[config.mk]
export PLATFORM = sky130hd
export DESIGN_NAME = pixel_packer
export DESIGN_NICKNAME = d
export VERILOG_FILES = /design/src/rtl/pixgen_pkg.sv /design/src/rtl/pixel_packer.sv
export SDC_FILE = /design/constraint.sdc
export NUM_CORES = 1
export LEC_CHECK = 0
export CAP_MARGIN = 25
export CORE_MARGIN = 4
export CORE_UTILIZATION = 48
export CTS_BUF_LIST = sky130_fd_sc_hd__clkbuf_4 sky130_fd_sc_hd__clkbuf_8
export CTS_CLUSTER_SIZE = 24
export DETAILED_ROUTE_END_ITERATION = 6
export PLACE_DENSITY = 0.9
export SETUP_SLACK_MARGIN = 0.1
export SLEW_MARGIN = 10
export SYNTH_ARGS = -nofsm -noshare
export SYNTH_HDL_FRONTEND = slang
export SYNTH_SLANG_ARGS = --single-unit
export TNS_END_PERCENT = 1
[constraint.sdc]
create_clock -name out_stream_aclk -period 1.9 [get_ports out_stream_aclk]
set_clock_uncertainty 0.1 [all_clocks]
set_input_delay 0.19 -clock out_stream_aclk [delete_from_list [all_inputs] [get_ports out_stream_aclk]]
set_output_delay 0.19 -clock out_stream_aclk [all_outputs]
set_load 0.01 [all_outputs]
[src/rtl/pixgen_pkg.sv]
// pixgen_pkg: shared widths, phase encoding and stream constants for the pixel generator output path.
package pixgen_pkg;
    localparam int PIX_W = 24;
    localparam int WORD_W = 32;
    localparam logic [3:0] TKEEP_ALL = 4'hF;
    typedef enum logic [1:0] {PH0, PH3, PH2, PH1} phase_t;
endpackage

[src/rtl/pixel_packer.sv]
// pixel_packer: packs 24-bit RGB pixels into 32-bit AXI4-Stream words (4 pixels -> 3 words), with SOF/EOL framing.
module pixel_packer
    import pixgen_pkg::*;
#(
    parameter int PIX_PER_LINE = 640,
    parameter int LINES = 480
) (
    input  logic              out_stream_aclk,
    input  logic              periph_reset,
    input  logic [PIX_W-1:0]  in_data,
    input  logic              in_valid,
    output logic              in_ready,
    input  logic              in_sof,
    input  logic              in_eol,
    output logic [WORD_W-1:0] out_stream_tdata,
    output logic [3:0]        out_stream_tkeep,
    output logic              out_stream_tvalid,
    input  logic              out_stream_tready,
    output logic              out_stream_tuser,
    output logic              out_stream_tlast,
    output logic              align_err,
    output logic [9:0]        line_count
);
    if (PIX_PER_LINE % 4 != 0) begin : g_bad_line
        $error("pixel_packer: PIX_PER_LINE must be a multiple of 4");
    end

    phase_t phase, eff, nxt;
    logic [PIX_W-1:0] hold, hold_n;
    logic [WORD_W-1:0] word;
    logic sof_pending, accept, emit, misalign;

    assign in_ready = !out_stream_tvalid || out_stream_tready;
    assign accept = in_valid && in_ready;
    assign out_stream_tkeep = TKEEP_ALL;

    // A new SOF abandons whatever partial word was in flight and restarts at P0.
    always_comb begin
        eff = in_sof ? PH0 : phase;
        word = eff == PH0 ? {8'h00, in_data} :
               eff == PH3 ? {in_data[7:0], hold} :
               eff == PH2 ? {in_data[15:0], hold[15:0]} :
                            {in_data, hold[7:0]};
        hold_n = eff == PH0 ? in_data :
                 eff == PH3 ? {8'h00, in_data[23:8]} :
                              {16'h0000, in_data[23:16]};
        nxt = in_eol     ? PH0 :
              eff == PH0 ? PH3 :
              eff == PH3 ? PH2 :
              eff == PH2 ? PH1 : PH0;
        emit = in_eol || eff != PH0;
        misalign = (in_sof && phase != PH0) || (in_eol && eff != PH1);
    end

    always_ff @(posedge out_stream_aclk) begin
        if (periph_reset) begin
            phase <= PH0;
            hold <= '0;
            sof_pending <= 1'b0;
            line_count <= '0;
            align_err <= 1'b0;
            out_stream_tvalid <= 1'b0;
            out_stream_tdata <= '0;
            out_stream_tuser <= 1'b0;
            out_stream_tlast <= 1'b0;
        end else begin
            if (out_stream_tready) begin
                out_stream_tvalid <= 1'b0;
                out_stream_tuser <= 1'b0;
                out_stream_tlast <= 1'b0;
            end
            if (accept) begin
                phase <= nxt;
                hold <= hold_n;
                sof_pending <= (sof_pending || in_sof) && !emit;
                if (misalign)
                    align_err <= 1'b1;
                if (in_sof)
                    line_count <= '0;
                else if (in_eol && eff == PH1 && line_count != 10'(LINES - 1))
                    line_count <= line_count + 10'd1;
                if (emit) begin
                    out_stream_tvalid <= 1'b1;
                    out_stream_tdata <= word;
                    out_stream_tuser <= sof_pending || in_sof;
                    out_stream_tlast <= in_eol;
                end
            end
        end
    end
endmodule

# Yosys cells after proc, flatten, opt, wreduce, memory -nomap -nowiden
# Index checks and enable logic that the tools add are counted.
# Widths: inputs -> output; s select.
[totals]
reg_bits = 73
inputBits = 30
output_inout_bits = 51
elab_cells = 55
[classes]
addsub = 1
n_eq_ne = 5
mux = 21
n_reduce_logical = 19
[op_table]
columns = ["operator", "count"]
rows = [
  ["$mux 32", 3],
  ["$mux 24", 1],
  ["$mux 10", 2],
  ["$mux 16", 1],
  ["$add 10x1->10 const B", 1],
  ["$mux 2", 5],
  ["$ne 10x9->1 const B", 1],
  ["$mux 1", 9],
  ["$logic_and 1x1->1", 6],
  ["$reduce_and 2->1", 3],
  ["$reduce_bool 2->1", 3],
  ["$eq 2x2->1 const B", 2],
  ["$logic_or 1x1->1", 4],
  ["$eq 2x1->1 const B", 1],
  ["$logic_not 1->1", 2],
  ["$logic_not 2->1", 1],
  ["$ne 2x2->1 const B", 1],
]

# Longest topological paths before layout
# Gate-level depths: netlist of the first run.
[logic_depth]
depth_word = 6
ltp_mapped = 11
depth_no_buf = 8

# Worst setup path after synthesis of the first run
# Ideal clock, no wire load.
[synth_path]
kind = "input -> register"
startpoint = "input in_sof"
endpoint = "register out_stream_tdata[14]"
setup_time_ps = 132
arrival_time_ps = 1822
required_ps = 1668
path_slack_ps = -154
stages = 10
path_buffers = 2
cell_sequence = "buf_2 inv_1 nand2_1 inv_1 ha_1 buf_2 nor2_2 mux2_2 o211ai_1 a21oi_1"
[synth_via]
elab_chain_len = 5
elab_cells_between_ends = 10
cone_classes = "2 x eq/ne; 4 x mux; 4 x reduce/logical"
[synth_lines]
columns = ["element", "line", "text"]
rows = [
  ["start, declared", "pixel_packer.sv:13", "input logic in_sof,"],
  ["$mux 2 *", "pixel_packer.sv:39", "eff = in_sof ? PH0 : phase;"],
  ["$eq 2x2->1", "pixel_packer.sv:42", "eff == PH2 ? {in_data[15:0], hold[15:0]} :"],
  ["$mux 32", "pixel_packer.sv:42", ""],
  ["$mux 32", "pixel_packer.sv:41", "eff == PH3 ? {in_data[7:0], hold} :"],
  ["$mux 32", "pixel_packer.sv:40", "word = eff == PH0 ? {8'h00, in_data} :"],
  ["end signal, assigned", "pixel_packer.sv:84", "out_stream_tdata <= word;"],
  ["end, declared", "pixel_packer.sv:15", "output logic [WORD_W-1:0] out_stream_tdata,"],
]
# Every way passes the cells marked *; elsewhere a longest branch is shown, timed or not.
# A chain may end at the register's enable or synchronous reset.

# Worst setup path after layout of the first run
[layout_path]
startpoint = "register phase[0]"
endpoint = "register line_count[3]"
[layout_via]
elab_chain_len = 6
[layout_lines]
columns = ["element", "line", "text"]
rows = [
  ["start, declared", "pixel_packer.sv:28", "phase_t phase, eff, nxt;"],
  ["start signal, assigned", "pixel_packer.sv:73", "phase <= nxt;"],
  ["$mux 2", "pixel_packer.sv:39", ""],
  ["$eq 2x2->1", "pixel_packer.sv:80", "else if (in_eol && eff == PH1 && line_count != 10'(LINES - 1))"],
  ["$logic_and 1x1->1 (2 in series)", "pixel_packer.sv:80", ""],
  ["$reduce_bool 2->1 (no line)", "--", ""],
  ["$reduce_and 2->1 (no line)", "--", ""],
  ["end signal, assigned", "pixel_packer.sv:81", "line_count <= line_count + 10'd1;"],
  ["end, declared", "pixel_packer.sv:22", "output logic [9:0] line_count"],
]
# No other way between the ends.

==> impl_metrics.toml, run 1 <==
[layout]
fin_nets = 578
n_antenna_cell = 0
area_delta_synth_final_pct = 35.2
drive_gt1_share_pct = 15.5
final_util_pct = 66.8
design_area_sq_um = 5190

[yosys]
syn_inst = 461
synth_area_leaders = "dfxtp_1 38%, mux2i_1 10%, nand2_1 5.8%, nor2_1 4.5%, a311oi_1 3.9%"
avgSynthCellArea_sq_um = 8.32
seq_area_frac_synth_pct = 38.1
ys_types = 46
synth_seq_cells = 73
netlist.area_leader.share_pct = 38.1
synth_common_cells = "73 x dfxtp_1, 59 x nand2_1, 46 x nor2_1, 40 x mux2i_1, 28 x o21ai_0"
synthMuxAreaShare_pct = 12.8
async_reset_ff_share_pct = 0
synth-simple-area-share_pct = 22.4
synth_compound_area_share_pct = 19.5
synth_top_family_by_area = "simple AND/OR/NAND/NOR gates"
synth.most_common_cell = "dfxtp_1"
yosys_warnings = 0
synth_edf_count = 0
synth_top_cell_by_area = "dfxtp_1"
ys.flop_type = "dfxtp_1"
synth_area_sq_um = 3840
synth_fa_ha_area_share_pct = 1.63
synth_xor_area_share_pct = 0

[route]
drt_wl_total_um = 11100
first_pass_iters = 5
drt-vias-per-instance = 5.88
postRouteAntennaNets = 0
vias = 3825
drt_iter0_markers = 265
drc = 0
wl_per_cell_um = 17.1

[timing]
rsz0062_at_grt = "true"
hold_viol_final = 0
fin_crit_ns = 1.80
finalSetupViolations = 0
fin_hold_ws_ns = 0.0818
clock.fmax_ghz = 0.556
setup_tns_ns = 0
slew_viol_final = 0
fin_crit_sh_pct = 94.6

[worst_setup_path]
reg2reg_depth = 8
cp-end-kind = "register"
path_class = "reg2reg"
crit_fanout = 5
r2r_slack_ns = 0.10
critPathArrivalTime_ns = 1.93
r2r-start = "phase[0]"
crit_path_start_kind = "register"
crit_required_ns = 2.03
r2r-end = "line_count[3]"

[floorplan]
dieArea_sq_um = 9490
coreArea_sq_um = 7770
die_h_um = 97.4
ios = 81
initial_core_util_pct = 49.4
die_x_um = 97.4
core.rowCount = 32

[global_routing]
grt-ovfl-total = 0
antenna_found_initial = 0
grt_pass1_vias = 3620
grt_usage_pct = 22.5
grt_pass1_wl_um = 17700
grt_max_degree = 64

[clocking]
clock-sinks = 73
root_buffer = "clkbuf_8"
cts_max_level = 3
cts_buffers = 9
ctsLongestPathBuffers = 2
cts.clk_slew.worst_paths_ns = 0.09
clock_latency_ns = 0.36
hold_buffers = 0
cts_tree = "yes"

[min_path]
hold_end = "line_count[0]"
hold_path_class = "in2reg"
holdPathStages = 2
hold_start = "periph_reset"

[pwr]
p_leak_nw = 1.92
peakVddDrop_uv = 358
power_density_nw_per_um2 = 689

[place]
dp_hpwl_um = 7700
place_area_sq_um = 4920
gp_congestion = 0.889
portBuffers = 76

[outcome]
status = "finished clean"

[flow_run]
max_cap_violations = 0
[critical path, stage by stage, from the launching register on]
cell      delay [ns]
dfxtp_2         0.35
nand2_2         0.09
inv_2           0.11
ha_2            0.20
and2_4          0.16
o211ai_1        0.15
buf_4           0.20
o31ai_1         0.22
a21oi_1         0.09
[flip-flops by register name, summed over array words and instances (netlist names)]
signal             count
align_err              1
hold                  24
line_count            10
out_stream_tdata      32
out_stream_tlast       1
out_stream_tuser       1
out_stream_tvalid      1
phase                  2
sof_pending            1
[routing by layer]
metal / vias to the layer above / track usage, % / wire length [um] / part of all wire [%]
met1: 1839 / 27.5 / 4490 / 41
met4: 0 / 8.09 / 242 / 2.2
met5: - / 0 / 0 / 0
met3: 21 / 4.24 / 722 / 6.5
li1: 1806 / - / - / -
met2: 159 / 39.4 / 5630 / 51
[cell families (layout without fill, tap and decap cells)]
group	after synthesis	after routing
AO/OA/AOI/OAI	115	115
adder cells (fa/ha/maj)	5	5
buffers and inverters	47	131
flip-flops	73	73
multiplexers	48	48
other	1	4
AND/OR/NAND/NOR	172	172
[power breakdown]
group / leakage, nW / switching [mW] / internal (mW)
Clock: 0.0985 / 0.618 / 0.644
Sequential: 0.600 / 0.0509 / 1.61
Combinational: 1.22 / 0.331 / 0.315
[stage by stage]
stage                     cells  worst slack [ns]  power, mW
after floorplan             464            0.0922       2.03
after global placement      633            -0.278       2.31
after detailed placement    633            -0.343       2.33
final                       650             0.102       3.57
after global routing        650           0.00737       3.71
after CTS                   650            0.0386       3.56
[final cells by class]
type | instances | area (sq um)
multi-input cells | 344 | 2270
fillers | 591 | 2580
flip-flops and latches | 73 | 1470
inverters | 7 | 28.8
repair buffers | 108 | 1090
well taps | 102 | 128
clock buffers | 10 | 138
clock inverters | 6 | 67.6
[cell usage in the layout, fill, tap and decap left out, types with 10 or more instances in the layout]
cell	n
nor2_1	44
a311oi_1	17
nand2b_1	18
nand2_1	57
clkbuf_8	10
a21oi_1	27
nand3_1	14
o211ai_1	10
clkdlybuf4s50_1	73
nand3b_1	12
o21ai_0	24
buf_4	24
mux2i_1	39
dfxtp_1	70
[worst max path at each step]
| stage | from | to | slack (ns) |
|---|---|---|---|
| after global routing | phase[0] | line_count[6] | 0.007 |
| after global placement | in_sof | line_count[7] | -0.28 |
| after floorplan | line_count[0] | line_count[2] | 0.09 |
| after CTS | in_sof | out_stream_tdata[10] | 0.04 |
| after detailed placement | in_sof | out_stream_tdata[10] | -0.34 |
| final | phase[0] | line_count[3] | 0.10 |
[what timing repair did]
| item | in CTS | in global routing |
|---|---|---|
| pin swaps | 0 | 2 |
| resized for setup | 1 | 21 |
| setup endpoints to repair | 22 | 43 |
| buffers inserted | 1 | 0 |
Power figures use the tool's default switching activity.
==> run 2, diff against run 1 <==
- CAP_MARGIN: 25 -> 15
- CORE_ASPECT_RATIO: not set -> 0.9
==> run 2 against run 1 <==
The run now ends with negative setup slack left. Sequential power barely moved. Cell count is 1.7% higher. Die area about the same. Critical path depth stayed put. Largest power group unchanged.
==> impl_metrics.toml, run 2 (synthesis results as in run 1) <==
[timing]
fin_hold_ws_ns = 0.159
rsz0062_at_grt = "true"
finalWorstSetupSlack_ns = -0.00760
fin_crit_sh_pct = 100
fin_crit_ns = 1.91
clock.fmax_ghz = 0.524
hold_viol_final = 0
slew_viol_final = 0
finalSetupViolations = 1

[worst_setup_path]
r2r_slack_ns = -0.008
cp-end-kind = "register"
critPathArrivalTime_ns = 2.05
reg2reg_depth = 8
crit_required_ns = 2.04
critical_path.top_delay_family = "compound AO/OA/AOI/OAI gates"
crit_fanout = 4
worst-path-stages = 8
r2r-start = "phase[1]"
crit_chain = "nand2_2 -> inv_2 -> ha_4 -> nor2_4 -> buf_4 -> mux2_4 -> o211ai_1 -> a21oi_1"
critPathCapture = "out_stream_tdata[12]"
crit_path_start_kind = "register"
r2r-end = "out_stream_tdata[12]"
crit_buf_inv = 2
cpMaxStageDelayCell = "dfxtp_2"
cpPeakStageDelay_ns = 0.34
startpoint = "phase[1]"
path_class = "reg2reg"

[layout]
n_antenna_cell = 0
reg_top3 = "out_stream_tdata: 32 flops, hold: 24 flops, line_count: 10 flops"
largest_reg_flops = 32
final_common_cell = "clkdlybuf4s50_1"
instances_no_fill = 661
fin_nets = 595
regMostFlops = "out_stream_tdata"
area_delta_synth_final_pct = 42.6
fillers = 501
layout_common_cells = "74 x clkdlybuf4s50_1, 69 x dfxtp_1, 57 x nand2_1"
drive_gt1_share_pct = 19.1

[clocking]
root_buffer = "clkbuf_8"
cts.clk_slew.worst_paths_ns = 0.08
clock_latency_ns = 0.36
cts_tree = "yes"
clock-sinks = 73
cts_buffers = 9
ctsLongestPathBuffers = 2
cts_max_level = 3

[global_routing]
grt_pass1_vias = 3889
grt_pass1_wl_um = 19000
antenna_found_initial = 0
grt_usage_pct = 25.4
grt_max_degree = 59
grt-ovfl-total = 0

[place]
gp_congestion = 0.914
portBuffers = 76
dpl.cell_count = 638
dp_hpwl_um = 8240

[route]
drc = 0
postRouteAntennaNets = 0
vias = 4250
first_pass_iters = 7
drt_wl_total_um = 13900
top_layer_used = "met4"
drt_iter0_markers = 551
route.met2.wl_um = 6730
wl_per_cell_um = 21.0
wl_met3_um = 1400
drt-vias-per-instance = 6.43
met1Wirelength_um = 5160

[floorplan]
die_h_um = 92.8
die_x_um = 102
coreArea_sq_um = 7660
initial_core_util_pct = 50.1
core.rowCount = 30
ios = 81
dieArea_sq_um = 9490

[outcome]
violations = "negative setup slack"
status = "finished, violations left"

[pwr]
peakVddDrop_uv = 501
power_density_nw_per_um2 = 699
p_leak_nw = 2.06

[flow_run]
max_cap_violations = 0

[min_path]
hold_path_class = "in2reg"
==> run 2: cell types whose count changed in the layout (fill, tap and decap cells not counted), moves of 2 or more <==
cell / previous run / this run
buf_4: 24 / 34
buf_6: 0 / 3
clkbuf_16: 0 / 4
ha_2: 3 / 1
ha_4: 2 / 4
inv_6: 0 / 2
==> run 2: worst register-to-register path, stage by stage (launching register included) <==
cell,delay (ns)
dfxtp_2,0.34
nand2_2,0.12
inv_2,0.09
ha_4,0.19
nor2_4,0.12
buf_4,0.16
mux2_4,0.31
o211ai_1,0.25
a21oi_1,0.12
==> run 2: how the worst min path moves through the flow <==
stage	from	end	depth (start not counted)
2_1_floorplan	in_eol	out_stream_tlast	2
3_3_place_gp	hold[17]	hold[17]	2
3_5_place_dp	hold[19]	hold[19]	2
4_1_cts	periph_reset	hold[2]	2
5_1_grt	periph_reset	out_stream_tvalid	2
6_report	periph_reset	hold[2]	2
==> run 2: area by class of cell <==
class | instances | area (sq um) | area share (%)
clock inverters | 7 | 103 | 1.88
multi-input cells | 344 | 2330 | 42.6
repair buffers | 125 | 1300 | 23.7
well taps | 96 | 120 | 2.20
flip-flops and latches | 73 | 1470 | 26.8
clock buffers | 9 | 124 | 2.26
inverters | 7 | 28.8 | 0.526
==> run 2: power by group <==
| part | total [mW] | internal, mW | switching [mW] |
|---|---|---|---|
| clock network | 1.41 | 0.753 | 0.657 |
| logic | 0.747 | 0.358 | 0.390 |
| registers | 1.67 | 1.61 | 0.0541 |
| total | 3.82 | 2.72 | 1.10 |
==> run 2: layer usage <==
| layer | GRT usage [%] | vias to the layer above |
|---|---|---|
| met4 | 11.9 | 0 |
| met3 | 5.05 | 65 |
| met5 | 0 | - |
| met2 | 41.8 | 294 |
| li1 | - | 1848 |
| met1 | 31.8 | 2043 |
==> run 2: what timing repair did <==
item / in CTS / in global routing
resized for setup: 5 / 34
buffers inserted: 2 / 1
endpoints found under the setup margin: 36 / 61
cloned: 0 / 4
pin swaps: 0 / 5
hold buffers: 0 / 0
==> run 2: per-stage QoR <==
stage | instance area, sq um | utilization (%) | TNS (ns) | worst slack, ns | power [mW]
3_3_place_gp | 4980 | 65.0 | -11.97 | -0.282 | 2.32
3_5_place_dp | 4980 | 65.0 | -16.07 | -0.347 | 2.35
2_1_floorplan | 3910 | - | 0 | 0.0922 | 2.03
6_report | 5470 | 71.4 | -0.00760 | -0.00760 | 3.82
5_1_grt | 5470 | 71.4 | -0.0362 | -0.0340 | 3.93
4_1_cts | 5240 | 68.4 | 0 | 0.0637 | 3.74
